**src/rtl/fetch_decode_queue_if.sv**
```systemverilog
// IF/ID handshake bundle: fetch pushes {pc, instruction, halt} in, decode pops the head out.
// The queue sits on the slave side; the fetch/decode pair drives the master side.
interface fetch_decode_queue_if #(
  parameter int unsigned XLEN = 32
);
  logic            in_valid;
  logic            in_ready;
  logic [XLEN-1:0] in_instruction;
  logic [XLEN-1:0] in_pc;
  logic            in_halt;

  logic            out_valid;
  logic            out_ready;
  logic [XLEN-1:0] out_instruction;
  logic [XLEN-1:0] out_pc;
  logic            out_halt;

  modport master (
    output in_valid,
    input  in_ready,
    output in_instruction,
    output in_pc,
    output in_halt,
    input  out_valid,
    output out_ready,
    input  out_instruction,
    input  out_pc,
    input  out_halt
  );

  modport slave (
    input  in_valid,
    output in_ready,
    input  in_instruction,
    input  in_pc,
    input  in_halt,
    output out_valid,
    input  out_ready,
    output out_instruction,
    output out_pc,
    output out_halt
  );
endinterface

```
**src/rtl/fetch_decode_queue.sv**
```systemverilog
// IF/ID boundary: small circular FIFO of fetched {pc, instruction, halt} words.
// Flush drops everything queued; a halt-marked word closes the input until flush or reset.
module fetch_decode_queue #(
  parameter int unsigned     DEPTH = 2,
  parameter int unsigned     XLEN  = 32,
  parameter logic [XLEN-1:0] NOP   = XLEN'(32'h00000013)
) (
  input  logic                   clk,
  input  logic                   rst,
  input  logic                   flush,
  fetch_decode_queue_if.slave    bus,
  output logic [$clog2(DEPTH):0] count,
  output logic                   halted
);

  localparam int unsigned PtrW = (DEPTH > 1) ? $clog2(DEPTH) : 1;
  localparam int unsigned CntW = $clog2(DEPTH) + 1;
  localparam logic [CntW-1:0] CntFull = CntW'(DEPTH);

  logic [XLEN-1:0] pc_mem    [DEPTH];
  logic [XLEN-1:0] instr_mem [DEPTH];
  logic            halt_mem  [DEPTH];

  logic [PtrW-1:0] wr_ptr_q, wr_ptr_d;
  logic [PtrW-1:0] rd_ptr_q, rd_ptr_d;
  logic [CntW-1:0] count_q, count_d;
  logic            halted_q, halted_d;

  logic in_ready, out_valid, push, pop;

  // Flush masks both handshakes in its own cycle so nothing moves on that edge.
  always_comb begin
    in_ready  = (count_q != CntFull) & ~halted_q & ~flush;
    out_valid = (count_q != '0) & ~flush;
    push      = bus.in_valid & in_ready;
    pop       = out_valid & bus.out_ready;
  end

  always_comb begin
    wr_ptr_d = wr_ptr_q;
    rd_ptr_d = rd_ptr_q;
    count_d  = count_q;
    halted_d = halted_q;
    if (flush) begin
      wr_ptr_d = '0;
      rd_ptr_d = '0;
      count_d  = '0;
      halted_d = 1'b0;
    end else begin
      if (push) begin
        wr_ptr_d = wr_ptr_q + PtrW'(1);
        if (bus.in_halt) begin
          halted_d = 1'b1;
        end
      end
      if (pop) begin
        rd_ptr_d = rd_ptr_q + PtrW'(1);
      end
      unique case ({push, pop})
        2'b10:   count_d = count_q + CntW'(1);
        2'b01:   count_d = count_q - CntW'(1);
        default: count_d = count_q;
      endcase
    end
  end

  always_ff @(posedge clk or posedge rst) begin
    if (rst) begin
      wr_ptr_q <= '0;
      rd_ptr_q <= '0;
      count_q  <= '0;
      halted_q <= 1'b0;
    end else begin
      wr_ptr_q <= wr_ptr_d;
      rd_ptr_q <= rd_ptr_d;
      count_q  <= count_d;
      halted_q <= halted_d;
    end
  end

  // Payload needs no reset: it is only ever observed through a valid head.
  always_ff @(posedge clk) begin
    if (push) begin
      pc_mem[wr_ptr_q]    <= bus.in_pc;
      instr_mem[wr_ptr_q] <= bus.in_instruction;
      halt_mem[wr_ptr_q]  <= bus.in_halt;
    end
  end

  always_comb begin
    bus.in_ready  = in_ready;
    bus.out_valid = out_valid;
    if (out_valid) begin
      bus.out_pc          = pc_mem[rd_ptr_q];
      bus.out_instruction = instr_mem[rd_ptr_q];
      bus.out_halt        = halt_mem[rd_ptr_q];
    end else begin
      bus.out_pc          = '0;
      bus.out_instruction = NOP;
      bus.out_halt        = 1'b0;
    end
    count  = count_q;
    halted = halted_q;
  end

  a_count_bound : assert property (@(posedge clk) disable iff (rst) count_q <= CntFull);

  a_ptr_consistent : assert property (@(posedge clk) disable iff (rst)
    PtrW'(wr_ptr_q - rd_ptr_q) == PtrW'(count_q));

  a_head_known : assert property (@(posedge clk) disable iff (rst)
    bus.out_valid |-> !$isunknown({bus.out_pc, bus.out_instruction, bus.out_halt}));

endmodule

```
**src/flat_wrapper.sv**
```systemverilog
// flat-port wrapper written by rule: the top's interface ports become plain ports
module fetch_decode_queue_flat 
#(
  parameter int unsigned     DEPTH = 2,
  parameter int unsigned     XLEN  = 32,
  parameter logic [XLEN-1:0] NOP   = XLEN'(32'h00000013)
)
  (clk, rst, flush, count, halted, bus_in_valid, bus_in_ready, bus_in_instruction, bus_in_pc, bus_in_halt, bus_out_valid, bus_out_ready, bus_out_instruction, bus_out_pc, bus_out_halt);
  fetch_decode_queue_if #(.XLEN(XLEN)) bus_i ();
  input  logic clk;
  input  logic rst;
  input  logic flush;
  output logic [$clog2(DEPTH):0] count;
  output logic halted;
  input wire logic [$bits(bus_i.in_valid)-1:0] bus_in_valid;
  output wire logic [$bits(bus_i.in_ready)-1:0] bus_in_ready;
  input wire logic [$bits(bus_i.in_instruction)-1:0] bus_in_instruction;
  input wire logic [$bits(bus_i.in_pc)-1:0] bus_in_pc;
  input wire logic [$bits(bus_i.in_halt)-1:0] bus_in_halt;
  output wire logic [$bits(bus_i.out_valid)-1:0] bus_out_valid;
  input wire logic [$bits(bus_i.out_ready)-1:0] bus_out_ready;
  output wire logic [$bits(bus_i.out_instruction)-1:0] bus_out_instruction;
  output wire logic [$bits(bus_i.out_pc)-1:0] bus_out_pc;
  output wire logic [$bits(bus_i.out_halt)-1:0] bus_out_halt;
  assign bus_i.in_valid = bus_in_valid;
  assign bus_in_ready = bus_i.in_ready;
  assign bus_i.in_instruction = bus_in_instruction;
  assign bus_i.in_pc = bus_in_pc;
  assign bus_i.in_halt = bus_in_halt;
  assign bus_out_valid = bus_i.out_valid;
  assign bus_i.out_ready = bus_out_ready;
  assign bus_out_instruction = bus_i.out_instruction;
  assign bus_out_pc = bus_i.out_pc;
  assign bus_out_halt = bus_i.out_halt;
  fetch_decode_queue #(.DEPTH(DEPTH), .XLEN(XLEN), .NOP(NOP)) u_core (.clk(clk), .rst(rst), .flush(flush), .bus(bus_i), .count(count), .halted(halted));
endmodule
```
**config.mk**
```make
export PLATFORM = sky130hd
export DESIGN_NAME = fetch_decode_queue_flat
export DESIGN_NICKNAME = d
export VERILOG_FILES = /design/src/rtl/fetch_decode_queue_if.sv /design/src/rtl/fetch_decode_queue.sv /design/src/flat_wrapper.sv
export SDC_FILE = /design/constraint.sdc
export NUM_CORES = 1
export LEC_CHECK = 0
export ABC_AREA = 1
export CORE_ASPECT_RATIO = 1.25
export CORE_MARGIN = 2
export CORE_UTILIZATION = 35
export CTS_CLUSTER_SIZE = 16
export DETAILED_ROUTE_END_ITERATION = 10
export GPL_TIMING_DRIVEN = 0
export PLACE_DENSITY = 0.71
export SETUP_SLACK_MARGIN = 0.15
export SYNTH_ARGS = -nofsm -noshare
export SYNTH_HDL_FRONTEND = slang
export SYNTH_SLANG_ARGS = --single-unit
```
**constraint.sdc**
```tcl
create_clock -name clk -period 4.94 [get_ports clk]
set_input_delay 0.741 -clock clk [delete_from_list [all_inputs] [get_ports clk]]
set_output_delay 0.741 -clock clk [all_outputs]
set_load 0.02 [all_outputs]
```
==> results.ini, run 1 <==
[route]
viasPerCell = 4.307
drt_iter0_drc = 137
drt_pre_antenna_iters = 5
route.vias.total = 3321
drc = 0
wl_mm = 11.28
avgRoutedWirePerCell_um = 14.63
ant_nets = 0

[critical_path]
crit_path_end_kind = output pin
cp_top_family = buffers and inverters
crit_slowest_cell = clkdlybuf4s50_1
required_ns = 4.20
crit_start = flush
critPathMaxFanout = 10
startpoint_type = input pin
critPathBufInv = 5
worstReg2RegStart = u_core.count[0]
arrival_ns = 2.64
slowest_delay_ns = 0.61
rrSetupSlack_ns = 2.99
path_class = in -> out
path_cells = clkdlybuf4s50_1, nor2_4, buf_4, buf_4, nand2_1, inv_1, clkdlybuf4s50_1

[logic_synthesis]
syn_area_per_cell_um2 = 14.47
synth-edff-count = 130
synthTopCellsByArea = edfxtp_1, mux2_2, nand2_1
synth-seq-cells = 135
synthArstFlopShare_pct = 3.704
syn_inst = 384
synth_top_area_share_pct = 70.25
yosys_warnings = 0
yosys.cell_count.top_type = edfxtp_1
ys_top_cells_by_count = edfxtp_1, nand2_1, inv_1
syn_area_um2 = 5557
synth_cell_type_count = 20
syn-num-nets = 454
synth_ff_type = edfxtp_1
synth.largest_area_cell = edfxtp_1
seq_area_frac_synth_pct = 72.51

[floorplanning]
start_util_pct = 35.69
io_pins = 140
dieArea_um2 = 16910
chipHeight_um = 144.9
die_w_um = 116.7
coreArea_um2 = 15570
rows = 51

[sta]
maxSlewHeadroom_pct = 56.32
fin_ws_ns = 1.563
finalClockSkew_ns = 0.005910
setup_viol = 0
grt_setup_unrepaired = false
hold_violations = 0
min_period_ns = 3.377
fin_tns_setup_ns = 0
period_share_pct = 68.37
max_freq_ghz = 0.2961
drv_slew = 0
worstMarginPinSlew_ns = 0.6536

[grt]
grt_first_pass_wirelength_mm = 17.46
antenna_found_initial = 0
track_usage_pct = 13.94
grt_pass1_vias = 3631
grt_max_degree = 32
overflow = 0

[clock_network]
cts-root-buf = clkbuf_16
cts_hold_buf = 0
htreeDepth = 4
cts_buffers = 17
clkLatencyLatePin_ns = 0.41
ctsResizeCount = 0
postCtsSetupBuffers = 0
tritoncts = done
clkSinkCount = 135
cts.path.max_buffers = 2
clk_pin_slew_ns = 0.05

[pwr]
p_seq_share_pct = 36.8
p_leak_nw = 3.177
power.net_switching_mw = 1.061
p_sw_share_pct = 27.71
comb_power_share_pct = 30.1
p_int_mw = 2.768
powerDensity_nw_per_um2 = 483.6
peakVddDrop_uv = 218.6
p_clk_share_pct = 33.1

[finish]
final_util_pct = 50.84
drive_gt1_share_pct = 20.39
nets = 616
syn_to_final_growth_pct = 42.47
finalNonFillerCells = 771
antennaDiodeCount = 0
fillers = 1383

[placement]
pre_cts_slack_ns = 1.527
place_inst = 739
dp_hpwl_mm = 7.696
gp_congestion = 0.7356
io_buffers = 139

[worst_hold_path]
hold_path_class = in -> async

[outcome]
status = completed

[job]
maxCapViolCount = 0

==> worst reg2reg max path, stage by stage (launching register included) <==
cell and delay, ns:
dfrtp_1 0.43, inv_1 0.09, nand2_1 0.08, nand3_2 0.17, nor2_4 0.56, buf_12 0.29
==> sequential cells by signal, indices dropped and copies added (netlist names) <==
register	count
u_core.halted	1
u_core.wr_ptr_q	1
u_core.pc_mem	64
u_core.halt_mem	2
u_core.instr_mem	64
u_core.rd_ptr_q	1
u_core.count	2
==> final timing paths <==
| kind | to | cells past startpoint |
|---|---|---|
| hold / removal | u_core.halted | 2 |
| min in group clk | u_core.halted | 2 |
| setup / recovery | bus_out_instruction[28] | 7 |
| setup reg to reg | u_core.pc_mem[1][11] | 5 |
| max in group asynchronous | u_core.rd_ptr_q | 2 |
| hold reg to reg | u_core.halted | 2 |
==> stage by stage <==
step | hold slack [ns] | instance area [µm²] | total power [mW]
after floorplan | 0.5195 | 5557 | 2.121
after global placement | 0.5323 | 7213 | 2.571
after detailed placement | 0.5619 | 7323 | 2.605
after CTS | 0.5200 | 7916 | 3.886
after global routing | 0.5404 | 7916 | 4.034
final | 0.5303 | 7916 | 3.829
==> cell type report <==
cell class / instances / area, µm² / area share [%]
clock buffers: 19 / 432.9 / 5.469
inverters: 73 / 274.0 / 3.461
flip-flops and latches: 135 / 4029 / 50.89
clock inverters: 13 / 160.2 / 2.023
repair buffers: 143 / 1486 / 18.78
multi-input cells: 161 / 1135 / 14.34
plain buffers: 15 / 133.9 / 1.691
well taps: 212 / 265.3 / 3.351
==> cells in the final DEF, fill, tap and decap left out, types with 2 or more instances in the layout <==
cell             instances
inv_1                   72
nand2_2                  2
nor2_4                   3
nand2_1                 75
bufinv_16                4
clkdlybuf4s50_1        139
mux2_2                  62
clkbuf_16               17
nor2_1                   4
buf_12                   2
o211ai_1                 3
buf_6                    7
buf_4                    6
buf_2                    2
clkinv_1                 6
nor3_1                   2
edfxtp_1               130
buf_16                   2
nor2_2                   2
clkinv_2                 2
nand3_1                  4
clkbuf_1                 2
dfrtp_1                  5
==> cells by family (layout without fill, tap and decap cells) <==
group           after synthesis  count (layout)  share of synthesized area [%]
flops                       135             135                          72.51
simple gates                 93              93                          6.845
buf+inv                      88             263                          7.341
mux                          62              62                          12.56
compound gates                6               6                         0.7431
==> metal layers <==
metal  vias up  part of all wire [%]  track usage [%]
met4         0                   2.0            5.759
met2        93                    53            25.07
met3        17                   5.4            5.040
li1       1616                     -                -
met5         -                     0                0
met1      1595                    40            14.59
==> power by group through the flow <==
stage | sequential [mW] | clock [mW] | combinational (mW)
floorplan | 1.44 | 0 | 0.677
global placement | 1.44 | 0 | 1.13
detailed placement | 1.43 | 0 | 1.17
CTS | 1.41 | 1.30 | 1.18
global route | 1.42 | 1.36 | 1.25
finish | 1.41 | 1.27 | 1.15
(Power assumes the default switching activity.)
==> run 2, diff against run 1 <==
Settings changed: PLACE_DENSITY 0.71 to 0.74.
Clock period 4.94 ns to 2.8 ns, I/O delays scaled along.
==> run 2 against run 1 <==
Register-to-register slack got worse by 2.1 ns. Global-route usage barely moved. Routed wire length up 2.2%. Clock-buffer cell count up 2. Non-clock buffer count is the same. Clock skew is 0.00084 ns higher. Highest routed layer unchanged.
==> results.ini, run 2 (synthesized netlist as in run 1, its figures left out) <==
[sta]
finalClockSkew_ns = 0.006747  ; was 0.005910 ns
min_period_ns = 2.555
grt_setup_unrepaired = false  ; unchanged
setup_viol = 0  ; unchanged
whs_ns = 0.2275  ; was 0.5303 ns
hold_violations = 0  ; unchanged
maxSlewHeadroom_pct = 55.12  ; was 56.32%
max_freq_ghz = 0.3914
period_share_pct = 91.26
drv_slew = 0  ; unchanged
fin_tns_setup_ns = 0  ; unchanged
worstMarginPinSlew_ns = 0.6717  ; was 0.6536 ns
fin_ws_ns = 0.2447  ; was 1.563 ns

[critical_path]
ff2ff_path_depth = 5  ; unchanged
cp_top_family = buffers and inverters  ; unchanged
slowest_delay_ns = 0.57  ; was 0.61 ns
worstReg2RegStart = u_core.count[0]  ; unchanged
path_class = reg -> out  ; was in -> out
critPathMaxFanout = 10  ; unchanged
crit_path_end_kind = output pin  ; unchanged
startpoint_type = flip-flop  ; was input pin
crit_slowest_cell = clkdlybuf4s50_1  ; unchanged
arrival_ns = 2.14  ; was 2.64 ns
critPathBufInv = 4  ; was 5
reg2reg_to = u_core.pc_mem[0][10]  ; was u_core.pc_mem[1][11]
required_ns = 2.38  ; was 4.20 ns
rrSetupSlack_ns = 0.86  ; was 2.99 ns
path_cells = buf_4, buf_6, mux2_2, nand2_1, inv_1, clkdlybuf4s50_1  ; was clkdlybuf4s50_1, nor2_4, buf_4, buf_4, nand2_1, inv_1, clkdlybuf4s50_1

[floorplanning]
die_w_um = 116.7  ; unchanged
io_pins = 140  ; unchanged
dieArea_um2 = 16910  ; unchanged
chipHeight_um = 144.9  ; unchanged
coreArea_um2 = 15570  ; unchanged
start_util_pct = 35.69  ; unchanged
rows = 51  ; unchanged

[placement]
dpl_cell_area_um2 = 7316  ; was 7323 µm²
io_buffers = 139  ; unchanged
dp_hpwl_mm = 7.820  ; was 7.696 mm
gp_congestion = 0.7421  ; was 0.7356
place_inst = 739  ; unchanged
pre_cts_slack_ns = 0.01034  ; was 1.527 ns

[grt]
antenna_found_initial = 0  ; unchanged
grt_max_degree = 31  ; was 32
track_usage_pct = 13.90  ; was 13.94%
overflow = 0  ; unchanged
grt_first_pass_wirelength_mm = 17.24  ; was 17.46 mm
grt_pass1_vias = 3552  ; was 3631

[route]
drt_pre_antenna_iters = 6  ; was 5
drt_iter0_drc = 137  ; unchanged
route.vias.total = 3345  ; was 3321
viasPerCell = 4.355  ; was 4.307
avgRoutedWirePerCell_um = 15.01  ; was 14.63 µm
wl_mm = 11.53  ; was 11.28 mm
ant_nets = 0  ; unchanged
drc = 0  ; unchanged

[pwr]
powerDensity_nw_per_um2 = 813.3  ; was 483.6 nW/µm²
total_power_mw = 6.392  ; was 3.829 mW
peakVddDrop_uv = 442.2  ; was 218.6 µV
p_leak_nw = 3.607  ; was 3.177 nW

[job]
maxCapViolCount = 0  ; unchanged

[finish]
final_common_cell = edfxtp_1  ; was clkdlybuf4s50_1
fin_area_um2 = 7859  ; was 7916 µm²
finalNonFillerCells = 768  ; was 771
final_util_pct = 50.47  ; was 50.84%
nets = 616  ; unchanged
reg_top3 = u_core.instr_mem: 64 flops, u_core.pc_mem: 64 flops  ; unchanged
layout_common_cells = edfxtp_1, clkdlybuf4s50_1, nand2_1  ; was clkdlybuf4s50_1, edfxtp_1, nand2_1
syn_to_final_growth_pct = 41.43  ; was 42.47%
drive_gt1_share_pct = 20.14  ; was 20.39%
antennaDiodeCount = 0  ; unchanged

[clock_network]
postCtsSetupBuffers = 0  ; unchanged
htreeDepth = 4  ; unchanged
clkLatencyLatePin_ns = 0.41  ; about the same
clk_pin_slew_ns = 0.05  ; about the same
clkSinkCount = 135  ; unchanged
cts_hold_buf = 0  ; unchanged
cts.path.max_buffers = 2  ; unchanged
cts_buffers = 17  ; unchanged
cts-root-buf = clkbuf_16  ; unchanged
tritoncts = done  ; unchanged

[outcome]
status = completed  ; unchanged

[worst_hold_path]
hold_path_class = in -> async  ; unchanged

==> run 2: cell count changes in the layout (fill, tap and decap cells not counted), sizes merged <==
cell | before | now
clkbuf | 19 | 21
clkinv | 8 | 7
dlygate4sd2 | 0 | 18
dlymetal6s2s | 0 | 24
clkdlybuf4s50 | 139 | 97
clkinvlp | 1 | 0
bufinv | 4 | 1
==> run 2: area by class of cell <==
cell class                      instances  area, µm²
Sequential cell                       135       4030
Timing Repair Buffer                  143       1516
Inverter                               73      274.0
Fill cell                            1410       7711
Tap cell                              212      265.3
Buffer                                 15      137.6
Clock inverter                          8      60.06
Multi-Input combinational cell        161       1135
Clock buffer                           21      440.4
==> run 2: metal layers <==
layer,track usage [%],share of wire (%),up-vias
met5,0,0,-
met4,6.687,1.6,0
met3,3.998,4.5,15
met2,25.01,54,91
met1,14.79,40,1619
li1,-,-,1620
==> run 2: where the power goes <==
| part | leakage, nW | switching [mW] | internal, mW | total [mW] |
|---|---|---|---|---|
| Clock | 0.246 | 0.729 | 1.18 | 1.91 |
| Combinational | 2.11 | 1.05 | 0.933 | 1.99 |
| Sequential | 1.25 | 0.0597 | 2.43 | 2.49 |
==> run 2: how the worst max path moves through the flow <==
stage / slack, ns / endpoint / depth (start not counted) / startpoint
2_1_floorplan: -0.14 / u_core.halt_mem[0] / 4 / u_core.count[0]
3_3_place_gp: -1.58 / u_core.instr_mem[0][29] / 4 / flush
3_5_place_dp: 0.01 / bus_out_instruction[24] / 7 / flush
4_1_cts: 0.15 / bus_out_pc[3] / 7 / u_core.count[0]
5_1_grt: 0.14 / bus_out_pc[31] / 6 / u_core.rd_ptr_q
6_report: 0.24 / bus_out_pc[31] / 6 / u_core.rd_ptr_q
==> run 2: what timing repair did <==
action | in CTS | in global routing
setup endpoints to repair | 40 | 24
hold endpoints to repair | 0 | 0
resized for setup | 19 | 25
pin swaps | 0 | 0
==> run 2: worst reg2reg max path: cells and delay by family (launching register included) <==
family,cells,cell delay [ns]
AND/OR/NAND/NOR,3,0.82
buffers and inverters,2,0.39
flip-flops,1,0.42
==> run 3, diff against run 2 <==
Settings changed: PLACE_DENSITY 0.74 to 0.71.
Clock period 2.8 ns to 3.19 ns, I/O delays scaled along.
==> run 3 against run 2 <==
Utilization up 0.25 points. Via count down 0.51%. Worst hold slack better by 0.046 ns. Clock skew up 0.0024 ns. Largest cell class unchanged. Largest power group unchanged.
==> results.ini, run 3 (synthesized netlist as in run 1, its figures left out) <==
[pwr]
comb_power_share_pct = 30.5  ; was 31.1%
powerDensity_nw_per_um2 = 744.3  ; was 813.3 nW/µm²
p_leak_nw = 3.162  ; was 3.607 nW
power.net_switching_mw = 1.626  ; was 1.843 mW
p_sw_share_pct = 27.67  ; was 28.84%
peakVddDrop_uv = 490.5  ; was 442.2 µV
p_seq_share_pct = 37.2  ; was 39.0%
p_int_mw = 4.252  ; was 4.548 mW
p_clk_share_pct = 32.4  ; was 29.9%

[clock_network]
tritoncts = done  ; unchanged
ctsResizeCount = 0  ; was 19
cts.path.max_buffers = 2  ; unchanged
clkLatencyLatePin_ns = 0.40  ; was 0.41 ns
clk_pin_slew_ns = 0.05  ; about the same
postCtsSetupBuffers = 0  ; unchanged
cts_hold_buf = 0  ; unchanged
htreeDepth = 4  ; unchanged
clkSinkCount = 135  ; unchanged
cts_buffers = 17  ; unchanged
cts-root-buf = clkbuf_16  ; unchanged

[sta]
maxSlewHeadroom_pct = 46.91  ; was 55.12%
fin_tns_setup_ns = 0  ; unchanged
hold_violations = 0  ; unchanged
fin_ws_ns = 0.3226  ; was 0.2447 ns
max_freq_ghz = 0.3487
worstMarginPinSlew_ns = 0.7945  ; was 0.6717 ns
period_share_pct = 89.89
drv_slew = 0  ; unchanged
setup_viol = 0  ; unchanged
min_period_ns = 2.867
finalClockSkew_ns = 0.009107  ; was 0.006747 ns
grt_setup_unrepaired = false  ; unchanged

[critical_path]
path_class = in -> out  ; was reg -> out
critPathMaxFanout = 10  ; unchanged
path_cells = clkdlybuf4s50_1, nor2_4, buf_4, buf_4, nand2_1, inv_1, clkdlybuf4s50_1  ; was buf_4, buf_6, mux2_2, nand2_1, inv_1, clkdlybuf4s50_1
crit_slowest_cell = clkdlybuf4s50_1  ; unchanged
required_ns = 2.71  ; was 2.38 ns
crit_path_end_kind = output pin  ; unchanged
arrival_ns = 2.39  ; was 2.14 ns
slowest_delay_ns = 0.64  ; was 0.57 ns
startpoint_type = input pin  ; was flip-flop

[finish]
layout_common_cells = clkdlybuf4s50_1, edfxtp_1, nand2_1  ; was edfxtp_1, clkdlybuf4s50_1, nand2_1
finalNonFillerCells = 771  ; was 768
nets = 616  ; unchanged
drive_gt1_share_pct = 20.04  ; was 20.14%
reg_top3 = u_core.instr_mem: 64 flops, u_core.pc_mem: 64 flops  ; unchanged
final_common_cell = clkdlybuf4s50_1  ; was edfxtp_1
fillers = 1418  ; was 1410
antennaDiodeCount = 0  ; unchanged
syn_to_final_growth_pct = 42.13  ; was 41.43%

[grt]
overflow = 0  ; unchanged
grt_first_pass_wirelength_mm = 17.39  ; was 17.24 mm
antenna_found_initial = 0  ; unchanged
grt_pass1_vias = 3619  ; was 3552
grt_max_degree = 31  ; unchanged
track_usage_pct = 13.89  ; was 13.90%

[route]
ant_nets = 0  ; unchanged
avgRoutedWirePerCell_um = 14.66  ; was 15.01 µm
viasPerCell = 4.316  ; was 4.355
drt_pre_antenna_iters = 4  ; was 6
wl_mm = 11.30  ; was 11.53 mm
drc = 0  ; unchanged
route.vias.total = 3328  ; was 3345
drt_iter0_drc = 156  ; was 137

[placement]
place_inst = 739  ; unchanged
pre_cts_slack_ns = 0.3221  ; was 0.01034 ns
io_buffers = 139  ; unchanged
gp_congestion = 0.7819  ; was 0.7421
dp_hpwl_mm = 7.796  ; was 7.820 mm

[worst_hold_path]
hold_path_class = in -> async  ; unchanged

[floorplanning]
start_util_pct = 35.69  ; unchanged
dieArea_um2 = 16910  ; unchanged
chipHeight_um = 144.9  ; unchanged
rows = 51  ; unchanged
coreArea_um2 = 15570  ; unchanged
io_pins = 140  ; unchanged
die_w_um = 116.7  ; unchanged

[job]
maxCapViolCount = 0  ; unchanged

[outcome]
status = completed  ; unchanged

==> run 3: critical path, delay by kind of cell <==
kind	cells	cell delay, ns
buf+inv	5	1.65
simple gates	2	0.24
==> run 3: layout make-up <==
class | instances | area [µm²] | share of cell area (%)
well taps | 212 | 265.3 | 3.359
repair buffers | 143 | 1486 | 18.82
multi-input cells | 161 | 1135 | 14.37
flip-flops and latches | 135 | 4029 | 51.01
inverters | 73 | 274.0 | 3.470
clock buffers | 28 | 476.7 | 6.036
clock inverters | 4 | 97.59 | 1.236
plain buffers | 15 | 133.9 | 1.695
==> run 3: per-layer routing <==
metal	vias to the layer above	share of wire, %	track usage (%)
met2	82	53	24.76
met4	0	1.1	4.892
met5	-	0	0
met1	1616	40	15.13
met3	8	5.2	4.956
li1	1622	-	-
==> run 3: stage by stage <==
step                power, mW  hold slack, ns  cell area (µm²)  utilization (%)
finish                  5.878          0.2731             7898            50.72
global route            6.174          0.2748             7898            50.72
CTS                     5.966          0.2640             7898            50.72
detailed placement      4.041          0.5636             7323            47.03
global placement        3.981          0.5558             7218            46.36
floorplan               3.278          0.2570             5562                -
==> run 3: worst paths after layout <==
path / slack [ns] / to / depth (start not counted) / start
max: 0.32 / bus_out_instruction[22] / 7 / flush
min: 0.27 / u_core.halted / 2 / rst
max reg2reg: 1.17 / u_core.pc_mem[0][13] / 5 / u_core.count[0]
min reg2reg: 0.58 / u_core.halted / 2 / u_core.halted
max in group asynchronous: 2.73 / u_core.rd_ptr_q / 2 / rst
min in group clk: 0.58 / u_core.halted / 2 / u_core.halted
==> run 3: power groups by stage <==
| stage | clock network, mW | registers, mW | logic (mW) |
|---|---|---|---|
| final | 1.90 | 2.18 | 1.79 |
| after global routing | 2.03 | 2.20 | 1.95 |
| after CTS | 1.95 | 2.19 | 1.83 |
| after detailed placement | 0 | 2.22 | 1.82 |
| after global placement | 0 | 2.22 | 1.76 |
| after floorplan | 0 | 2.23 | 1.05 |
